### config.mk
export PLATFORM = sky130hd
export DESIGN_NAME = iobus_dma
export DESIGN_NICKNAME = d
export VERILOG_FILES = /design/src/rtl/iobus_dma.sv
export SDC_FILE = /design/constraint.sdc
export NUM_CORES = 1
export LEC_CHECK = 0
export BUFFER_PORTS_ARGS = -buffer_cell sky130_fd_sc_hd__buf_2
export CELL_PAD_IN_SITES_DETAIL_PLACEMENT = 1
export CELL_PAD_IN_SITES_GLOBAL_PLACEMENT = 2
export CORE_ASPECT_RATIO = 2
export CORE_MARGIN = 4
export CORE_UTILIZATION = 28
export DETAILED_ROUTE_END_ITERATION = 16
export HOLD_SLACK_MARGIN = 0.08
export PLACE_DENSITY_LB_ADDON = 0.1
export SYNTH_ARGS = -nofsm -noshare
export SYNTH_HDL_FRONTEND = slang
export SYNTH_SLANG_ARGS = --single-unit
### constraint.sdc
create_clock -name CLK -period 3.7 [get_ports CLK]
set_clock_uncertainty 0.2 [all_clocks]
set_input_delay 0.74 -clock CLK [delete_from_list [all_inputs] [get_ports CLK]]
set_output_delay 0.74 -clock CLK [all_outputs]
set_load 0.1 [all_outputs]
### src/rtl/iobus_dma.sv
// Word-copy DMA initiator for the OTTER IOBUS: reads LEN words from a source
// address and writes each to a destination address, sharing the bus via REQ/GNT.
module iobus_dma #(
  parameter int LEN_W = 8
) (
  input  logic             CLK,
  input  logic             RST,
  input  logic             START,
  input  logic             ABORT,
  input  logic [31:0]      SRC_ADDR,
  input  logic [31:0]      DST_ADDR,
  input  logic [LEN_W-1:0] LEN,
  input  logic             SRC_INC,
  input  logic             DST_INC,
  output logic             BUSY,
  output logic             DONE,
  output logic             BUS_REQ,
  input  logic             BUS_GNT,
  output logic [31:0]      IOBUS_ADDR,
  output logic [31:0]      IOBUS_OUT,
  output logic             IOBUS_WR,
  input  logic [31:0]      IOBUS_IN,
  output logic [2:0]       dbg_state
);

  typedef enum logic [2:0] {
    S_IDLE = 3'd0,
    S_ARB  = 3'd1,
    S_RD   = 3'd2,
    S_WR   = 3'd3,
    S_FIN  = 3'd4
  } state_t;

  state_t           state;
  state_t           state_nxt;
  logic [31:0]      src_ptr;
  logic [31:0]      dst_ptr;
  logic [31:0]      data_reg;
  logic [LEN_W-1:0] cnt;
  logic             src_inc;
  logic             dst_inc;

  // Handshake: BUS_REQ is held from ARB through WR; BUS_GNT is only looked at
  // in ARB and at the end of WR, so a grant change during RD has no effect and
  // an RD is always followed by its WR.

  always_ff @(posedge CLK or posedge RST) begin
    if (RST) begin
      state <= S_IDLE;
    end else begin
      state <= state_nxt;
    end
  end

  always_comb begin
    state_nxt = state;
    case (state)
      S_IDLE: begin
        if (START) begin
          state_nxt = (LEN == '0) ? S_FIN : S_ARB;
        end
      end
      S_ARB: begin
        if (BUS_GNT) begin
          state_nxt = S_RD;
        end
      end
      S_RD:   state_nxt = S_WR;
      S_WR: begin
        if (cnt == LEN_W'(1)) begin
          state_nxt = S_FIN;
        end else if (BUS_GNT) begin
          state_nxt = S_RD;
        end else begin
          state_nxt = S_ARB;
        end
      end
      S_FIN:   state_nxt = S_IDLE;
      default: state_nxt = S_IDLE;
    endcase
    // Abort overrides every other transition once a transfer is under way.
    if ((state != S_IDLE) && ABORT) begin
      state_nxt = S_IDLE;
    end
  end

  always_ff @(posedge CLK or posedge RST) begin
    if (RST) begin
      src_ptr  <= '0;
      dst_ptr  <= '0;
      data_reg <= '0;
      cnt      <= '0;
      src_inc  <= 1'b0;
      dst_inc  <= 1'b0;
    end else begin
      case (state)
        S_IDLE: begin
          if (START) begin
            src_ptr <= SRC_ADDR;
            dst_ptr <= DST_ADDR;
            cnt     <= LEN;
            src_inc <= SRC_INC;
            dst_inc <= DST_INC;
          end
        end
        S_RD: begin
          data_reg <= IOBUS_IN;
        end
        S_WR: begin
          cnt <= cnt - LEN_W'(1);
          if (src_inc) begin
            src_ptr <= src_ptr + 32'd4;
          end
          if (dst_inc) begin
            dst_ptr <= dst_ptr + 32'd4;
          end
        end
        default: begin
        end
      endcase
    end
  end

  // Bus outputs are zero outside RD/WR so the wrapper can OR them with the CPU.
  always_comb begin
    IOBUS_ADDR = 32'd0;
    IOBUS_OUT  = 32'd0;
    IOBUS_WR   = 1'b0;
    case (state)
      S_RD: begin
        IOBUS_ADDR = src_ptr;
      end
      S_WR: begin
        IOBUS_ADDR = dst_ptr;
        IOBUS_OUT  = data_reg;
        IOBUS_WR   = 1'b1;
      end
      default: begin
      end
    endcase
  end

  assign BUSY      = (state != S_IDLE);
  assign DONE      = (state == S_FIN);
  assign BUS_REQ   = (state == S_ARB) || (state == S_RD) || (state == S_WR);
  assign dbg_state = state;

endmodule

Word-level counts from Yosys, hierarchy flattened
Index checks and enable logic that the tools add are counted.
{"block": "classes", "n_eq_ne": 10, "mux": 18, "reduce_logical": 12, "add_sub_neg": 3}
{"op": "case mux 32 bit (2 select lines)", "count": 3}
{"op": "2-to-1 mux 32 bit", "count": 5}
{"op": "adder 32 x 3 -> 32 bit, second input constant", "count": 2}
{"op": "case mux 8 bit (2 select lines)", "count": 1}
{"op": "2-to-1 mux 3 bit", "count": 5}
{"op": "case mux 3 bit (4 select lines)", "count": 1}
{"op": "== test 8 x 1 -> 1 bit, second input constant", "count": 1}
{"op": "zero test 8 bit", "count": 1}
{"op": "2-to-1 mux 8 bit", "count": 1}
{"op": "subtractor 8 x 1 -> 8 bit, second input constant", "count": 1}
{"op": "== test 3 x 2 -> 1 bit, second input constant", "count": 2}
{"op": "inequality test 2 bit, second input constant", "count": 3}
{"op": "inequality test 3 bit, second input constant", "count": 2}
{"op": "AND reduction 2 bit", "count": 3}
{"op": "AND reduction 3 bit", "count": 2}
{"op": "== test 3 x 1 -> 1 bit, second input constant", "count": 1}
{"op": "== test 3 bit, second input constant", "count": 1}
{"op": "zero test 3 bit", "count": 1}
{"op": "nonzero test 3 bit", "count": 1}
{"op": "logical OR 1 bit", "count": 2}
{"op": "2-to-1 mux 2 bit", "count": 1}
{"op": "nonzero test 2 bit", "count": 1}
{"op": "logical AND 1 bit", "count": 1}
{"op": "2-to-1 mux 1 bit", "count": 1}
{"block": "word_totals", "out_inout_bits": 71, "in_bits": 111, "regBits": 109}

Depth between registers and ports, before layout
Gate-level depths: netlist (run 1).
{"block": "logic_depth", "ltp_word": 5, "depth_mapped": 8, "mapped_depth_nobuf": 6}

Worst setup path after synthesis (run 1)
Ideal clock, no wire load.
{"block": "synth_timing", "path_type": "register to output", "from": "reg state[0] (netlist: dbg_state[0])", "to": "out IOBUS_OUT[23]", "n_path_buf": 3, "stages_incl_launch_ff": 7, "setup_slack_ns": -0.838, "arrival_time_ns": 3.598, "cell_sequence": "dfrtp_1 clkbuf_1 nand3b_1 inv_1 buf_2 clkbuf_1 and2_1"}
{"block": "synth_between", "elab_chain_len": 2}
{"element": "start: declaration", "line": "34", "text": "state_t state;"}
{"element": "start signal: assignment", "line": "51", "text": "state <= state_nxt;"}
{"element": "== test 3 x 2 -> 1 bit", "line": "129", "text": "case (state)"}
{"element": "2-to-1 mux 32 bit", "line": "129"}
{"element": "end: declaration", "line": "20", "text": "output logic [31:0] IOBUS_OUT,"}
No other way between the ends.

Worst setup path after layout (run 1)
{"block": "layout_timing", "from": "reg state[2] (netlist: dbg_state[2])", "to": "out IOBUS_OUT[4]"}
The elaborated chain is that of the path after synthesis.

==> results of run 1 <==
-- cells in the mapped netlist, drive strengths merged, types with 15 or more instances --
| library cell | number |
|---|---|
| and2 | 36 |
| a211oi | 17 |
| nand4 | 17 |
| nor3 | 19 |
| mux2 | 32 |
| nand2 | 85 |
| dfrtp | 109 |
| nor2 | 66 |
| a22o | 23 |
| o21ai | 29 |
| clkbuf | 36 |
| a21oi | 52 |
| nand3 | 33 |
| o22ai | 15 |
-- cell type report --
class	instances	area share (%)
multi-input combinational	538	38.1
sequential	109	30.8
timing repair buffer	201	23.2
tap	276	3.90
clock buffer	11	2.63
clock inverter	5	0.847
inverter	10	0.494
antenna	1	0.0282
-- worst max path at each step --
| stage | start | to | slack (ps) | cells past startpoint |
|---|---|---|---|---|
| floorplan | dbg_state[0]$_DFFE_PP0P_ | IOBUS_OUT[23] | -80 | 6 |
| global placement | dbg_state[2]$_DFFE_PP0P_ | IOBUS_OUT[18] | 900 | 5 |
| detailed placement | dbg_state[0]$_DFFE_PP0P_ | IOBUS_OUT[8] | 810 | 5 |
| CTS | dbg_state[0]$_DFFE_PP0P_ | IOBUS_OUT[14] | 390 | 5 |
| global route | dbg_state[0]$_DFFE_PP0P_ | IOBUS_OUT[4] | 280 | 5 |
| finish | dbg_state[2]$_DFFE_PP0P_ | IOBUS_OUT[4] | 450 | 5 |
-- logic make-up (layout without fill, tap and decap cells) --
kind of cell,Yosys count,after routing
flip-flops,109,109
adder cells (fa/ha/maj),4,4
AO/OA/AOI/OAI,193,193
multiplexers,36,36
AND/OR/NAND/NOR,305,305
buffers and inverters,59,227
other,0,1
-- power by group --
group	internal [mW]	switching (mW)
Clock	0.592	0.465
Sequential	1.77	0.701
Combinational	1.69	2.98
-- layer usage --
metal | vias up | GRT usage, % | share of wire [%]
met3 | 50 | 4.42 | 5.1
li1 | 2936 | - | -
met4 | 8 | 8.90 | 3.4
met2 | 172 | 37.2 | 55
met5 | - | 0 | 0.17
met1 | 3158 | 21.7 | 36
-- per-stage QoR --
stage | cells | setup WS, ps
after floorplan | 706 | -75.9
after global placement | 1134 | 903
after detailed placement | 1134 | 808
after CTS | 1150 | 393
after global routing | 1150 | 277
final | 1151 | 445
==> impl_metrics.toml, run 1 <==
[worst_setup_path]
arrival_ps = 2310
cp_top_family = "buffers and inverters"
path_cells = "nand3b_1 > inv_4 > buf_4 > and2_2 > buf_12"
worstSetupStartpointType = "flip-flop"
rr_endpoint = "src_ptr[31]$_DFFE_PP0P_"
worst_r2r_path_depth = 5
r2r_start = "src_ptr[4]$_DFFE_PP0P_"
cp_slowest_cell = "dfrtp_1"
critPathMaxStageDelay_ps = 500
crit_required_ps = 2760
cp-end-kind = "output pin"
critPathBufInv = 3
reg2reg_slack_ps = 870
worstSetupPathType = "flip-flop to output pin"
worstPathMaxFanout = 45

[cells_and_area]
layout_common_cells = "buf_2 (116), dfrtp_1 (109), nand2_1 (83), buf_12 (67), nor2_1 (66)"
area_growth_pct = 42.0
final_common_cell = "buf_2"
final_core_util_pct = 40.2
num-nets-final = 984
design_area_um2 = 8860
fillCellCount = 2530
regArea_um2 = 2730
multi_input_area_um2 = 3380
drive_above_1_share_pct = 36.5

[die]
dieArea_um2 = 24900
die_h_um = 219
fp.dieW_um = 114
initial_utilization_pct = 28.3
io_pins = 182
fp-row-count = 77
core-area_um2 = 22100

[logic_synthesis]
yosysSeqAreaShare_pct = 43.7
synth_top_family_by_area = "simple AND/OR/NAND/NOR gates"
synthAdderAreaFrac_pct = 0.802
yosys_warnings = 0
synthDistinctLibCells = 62
netlist_area_um2 = 6240
ys_seq_elements = 109
synthXorXnorAreaFrac_pct = 0
ys.flop_type = "dfrtp_1"
synth_edf_count = 0
async_reset_ff_share_pct = 100
ys_top_cells_by_area = "dfrtp_1 (44%), mux2_2 (5.8%), nand2_1 (5.1%), a21oi_1 (4.2%), nor2_1 (4.0%)"
synth_compound_area_share_pct = 20.9
syn_area_per_cell_um2 = 8.84
yosys.area_share.simple_pct = 24.5
syn_inst = 706
syn-num-nets = 821
synth_area_leader_cell = "dfrtp_1"
muxShareOfSynthArea_pct = 6.42
netlist.area_leader.share_pct = 43.7

[global_route]
grt_pass1_wl_um = 39300
antenna_found_initial = 5
grt_usage_pct = 20.2
grt_max_degree = 48
grt_overflow = 0
grt_pass1_vias = 7066

[sta]
hold_violations = 0
max_slew.worst_pin.slew_ps = 962
setup_viol = 0
timing.setup.tns_ps = 0
max_freq_mhz = 307
slew_violations = 0
rsz0062_at_grt = "no"
max_slew_margin_pct = 35.7
min_period_ps = 3250
worst_hold_slack_ps = 284
timing.final.crit_share_pct = 88.0

[clocking]
htreeDepth = 3
hold_buffers = 0
cts_setup_buffers = 0
post_cts_resized = 0
clk_pin_slew_ps = 80
cts_tree = "built"
cts_sinks = 109
cts-root-buf = "clkbuf_16"
clkLatencyLatePin_ps = 360
cts_buffer_depth = 2
cts_buffers = 9

[pwr]
max-vdd-ir-drop_uv = 526
leakage_nw = 3.75
p_per_area_nw_per_um2 = 926
power.total_mw = 8.20

[route]
ant_nets = 0
avgViaCountPerCell = 5.49
drtPass1Iterations = 4
vias = 6324
wl_per_cell_um = 21.3
drt_iter0_markers = 238
drc = 0
wl_um = 24500

[placed_design]
dp_hpwl_um = 18800
postPlaceCellArea_um2 = 8550
numPortBuffers = 181
gp_congestion = 0.812

[min_path]
hold_path_class = "input port to async pin"

[status]
status = "finished clean"

[run]
cap_viol_max_count = 0
No activity file was read; power rests on OpenSTA's default activity.
==> inputs of run 2 (changes only) <==
--- a/config.mk
+++ b/config.mk
@@ -5,10 +5,10 @@
 export SDC_FILE = /design/constraint.sdc
 export NUM_CORES = 1
 export LEC_CHECK = 0
+export ABC_AREA = 0
 export BUFFER_PORTS_ARGS = -buffer_cell sky130_fd_sc_hd__buf_2
 export CELL_PAD_IN_SITES_DETAIL_PLACEMENT = 1
 export CELL_PAD_IN_SITES_GLOBAL_PLACEMENT = 2
-export CORE_ASPECT_RATIO = 2
 export CORE_MARGIN = 4
 export CORE_UTILIZATION = 28
 export DETAILED_ROUTE_END_ITERATION = 16
==> impl_metrics.toml, run 2 (synthesis gave the netlist of run 1 again) <==
[worst_setup_path]
crit_required_ps = 2760
reg2reg_slack_ps = 910
arrival_ps = 2240
cp-end-kind = "output pin"
worstSetupPathType = "flip-flop to output pin"
worstPathMaxFanout = 32
worstSetupStartpointType = "flip-flop"

[sta]
timing.final.crit_share_pct = 85.9
hold_violations = 0
max_freq_mhz = 315
setup_viol = 0
min_period_ps = 3180
worst_hold_slack_ps = 233
rsz0062_at_grt = "no"
slew_violations = 0
max_slew.worst_pin.slew_ps = 1190
max_slew_margin_pct = 19.7
setup_ws_ps = 521

[placed_design]
numPortBuffers = 181
dp_hpwl_um = 18300
gp_congestion = 0.832
place_ws_ps = 725
postPlaceCellArea_um2 = 8580

[pwr]
max-vdd-ir-drop_uv = 686
p_per_area_nw_per_um2 = 924
leakage_nw = 3.75

[die]
io_pins = 182
fp-row-count = 54
die_h_um = 157
fp.dieW_um = 157
core-area_um2 = 21900
dieArea_um2 = 24700
initial_utilization_pct = 28.5

[cells_and_area]
drive_above_1_share_pct = 36.9
num-nets-final = 986
area_growth_pct = 42.4
antenna_cells = 0
final_common_cell = "buf_2"
final_core_util_pct = 40.6
design_area_um2 = 8880
layout_common_cells = "buf_2 (116), dfrtp_1 (109), nand2_1 (83), buf_12 (68), nor2_1 (66)"

[route]
ant_nets = 0
drc = 0
drt_iter0_markers = 246
avgViaCountPerCell = 5.42
drtPass1Iterations = 4
vias = 6270
wl_per_cell_um = 20.9
wl_um = 24100

[global_route]
grt_max_degree = 51
grt_pass1_vias = 6786
antenna_found_initial = 1
grt_pass1_wl_um = 38400
grt_usage_pct = 19.7
grt_overflow = 0

[clocking]
post_cts_resized = 0
clkLatencyLatePin_ps = 350
hold_buffers = 0
cts_sinks = 109
cts_buffer_depth = 2
cts_buffers = 9
cts-root-buf = "clkbuf_16"
cts_tree = "built"
htreeDepth = 3
cts_setup_buffers = 0
clk_pin_slew_ps = 90

[min_path]
hold_path_class = "input port to async pin"

[run]
cap_viol_max_count = 0

[status]
status = "finished clean"
## run 2: changes by cell type in the layout (fill, tap and decap cells not counted)
cell	delta
clkinv_8	+1
inv_8	+1
clkbuf_1	-2
inv_6	+4
buf_12	+1
clkinv_2	-3
diode_2	-1
buf_4	+1
clkbuf_8	+1
bufinv_16	-2
## run 2: final cells by class
cell class / instances / area, um^2
multi-input cells: 538 / 3380
well taps: 280 / 350
clock inverters: 6 / 62.6
flip-flops and latches: 109 / 2730
clock buffers: 10 / 239
fillers: 2534 / 13000
inverters: 10 / 43.8
repair buffers: 203 / 2080
## run 2: worst max-delay path: stages, from the launching register on
cell	delay [ps]
dfrtp_1	500
nand3b_1	280
inv_4	350
buf_4	330
nand2_1	100
nand2_1	120
buf_12	180
## run 2: layer usage
layer	vias to the layer above	track usage, %	share of wire, %
li1	2949	-	-
met1	3147	27.0	45
met2	150	32.5	48
met3	22	3.11	5.1
met4	2	4.79	1.3
met5	-	0	0.029
## run 2: path summary, 6_finish.rpt
path                       cells past startpoint                       end                     start
setup / recovery                               6            IOBUS_ADDR[21]  dbg_state[2]$_DFFE_PP0P_
min in group CLK                               2    src_ptr[1]$_DFFE_PP0P_    src_ptr[1]$_DFFE_PP0P_
max in group asynchronous                      3   data_reg[6]$_DFFE_PP0N_                       RST
hold / removal                                 2  data_reg[19]$_DFFE_PP0N_                       RST
setup reg to reg                               5   dst_ptr[28]$_DFFE_PP0P_    dst_ptr[2]$_DFFE_PP0P_
hold reg to reg                                2    src_ptr[1]$_DFFE_PP0P_    src_ptr[1]$_DFFE_PP0P_
## run 2: through the flow
step | setup TNS (ps) | power [mW] | std cells
6_report | 0 | 8.21 | 1156
5_1_grt | 0 | 8.71 | 1156
4_1_cts | 0 | 8.29 | 1156
3_5_place_dp | 0 | 7.25 | 1140
3_3_place_gp | 0 | 7.11 | 1140
2_1_floorplan | -608 | 5.48 | 706
## run 2: power by group
group,switching (mW),internal [mW],total (mW)
Combinational,3.00,1.72,4.72
Clock,0.518,0.498,1.02
Sequential,0.708,1.77,2.48
Total,4.23,3.98,8.21
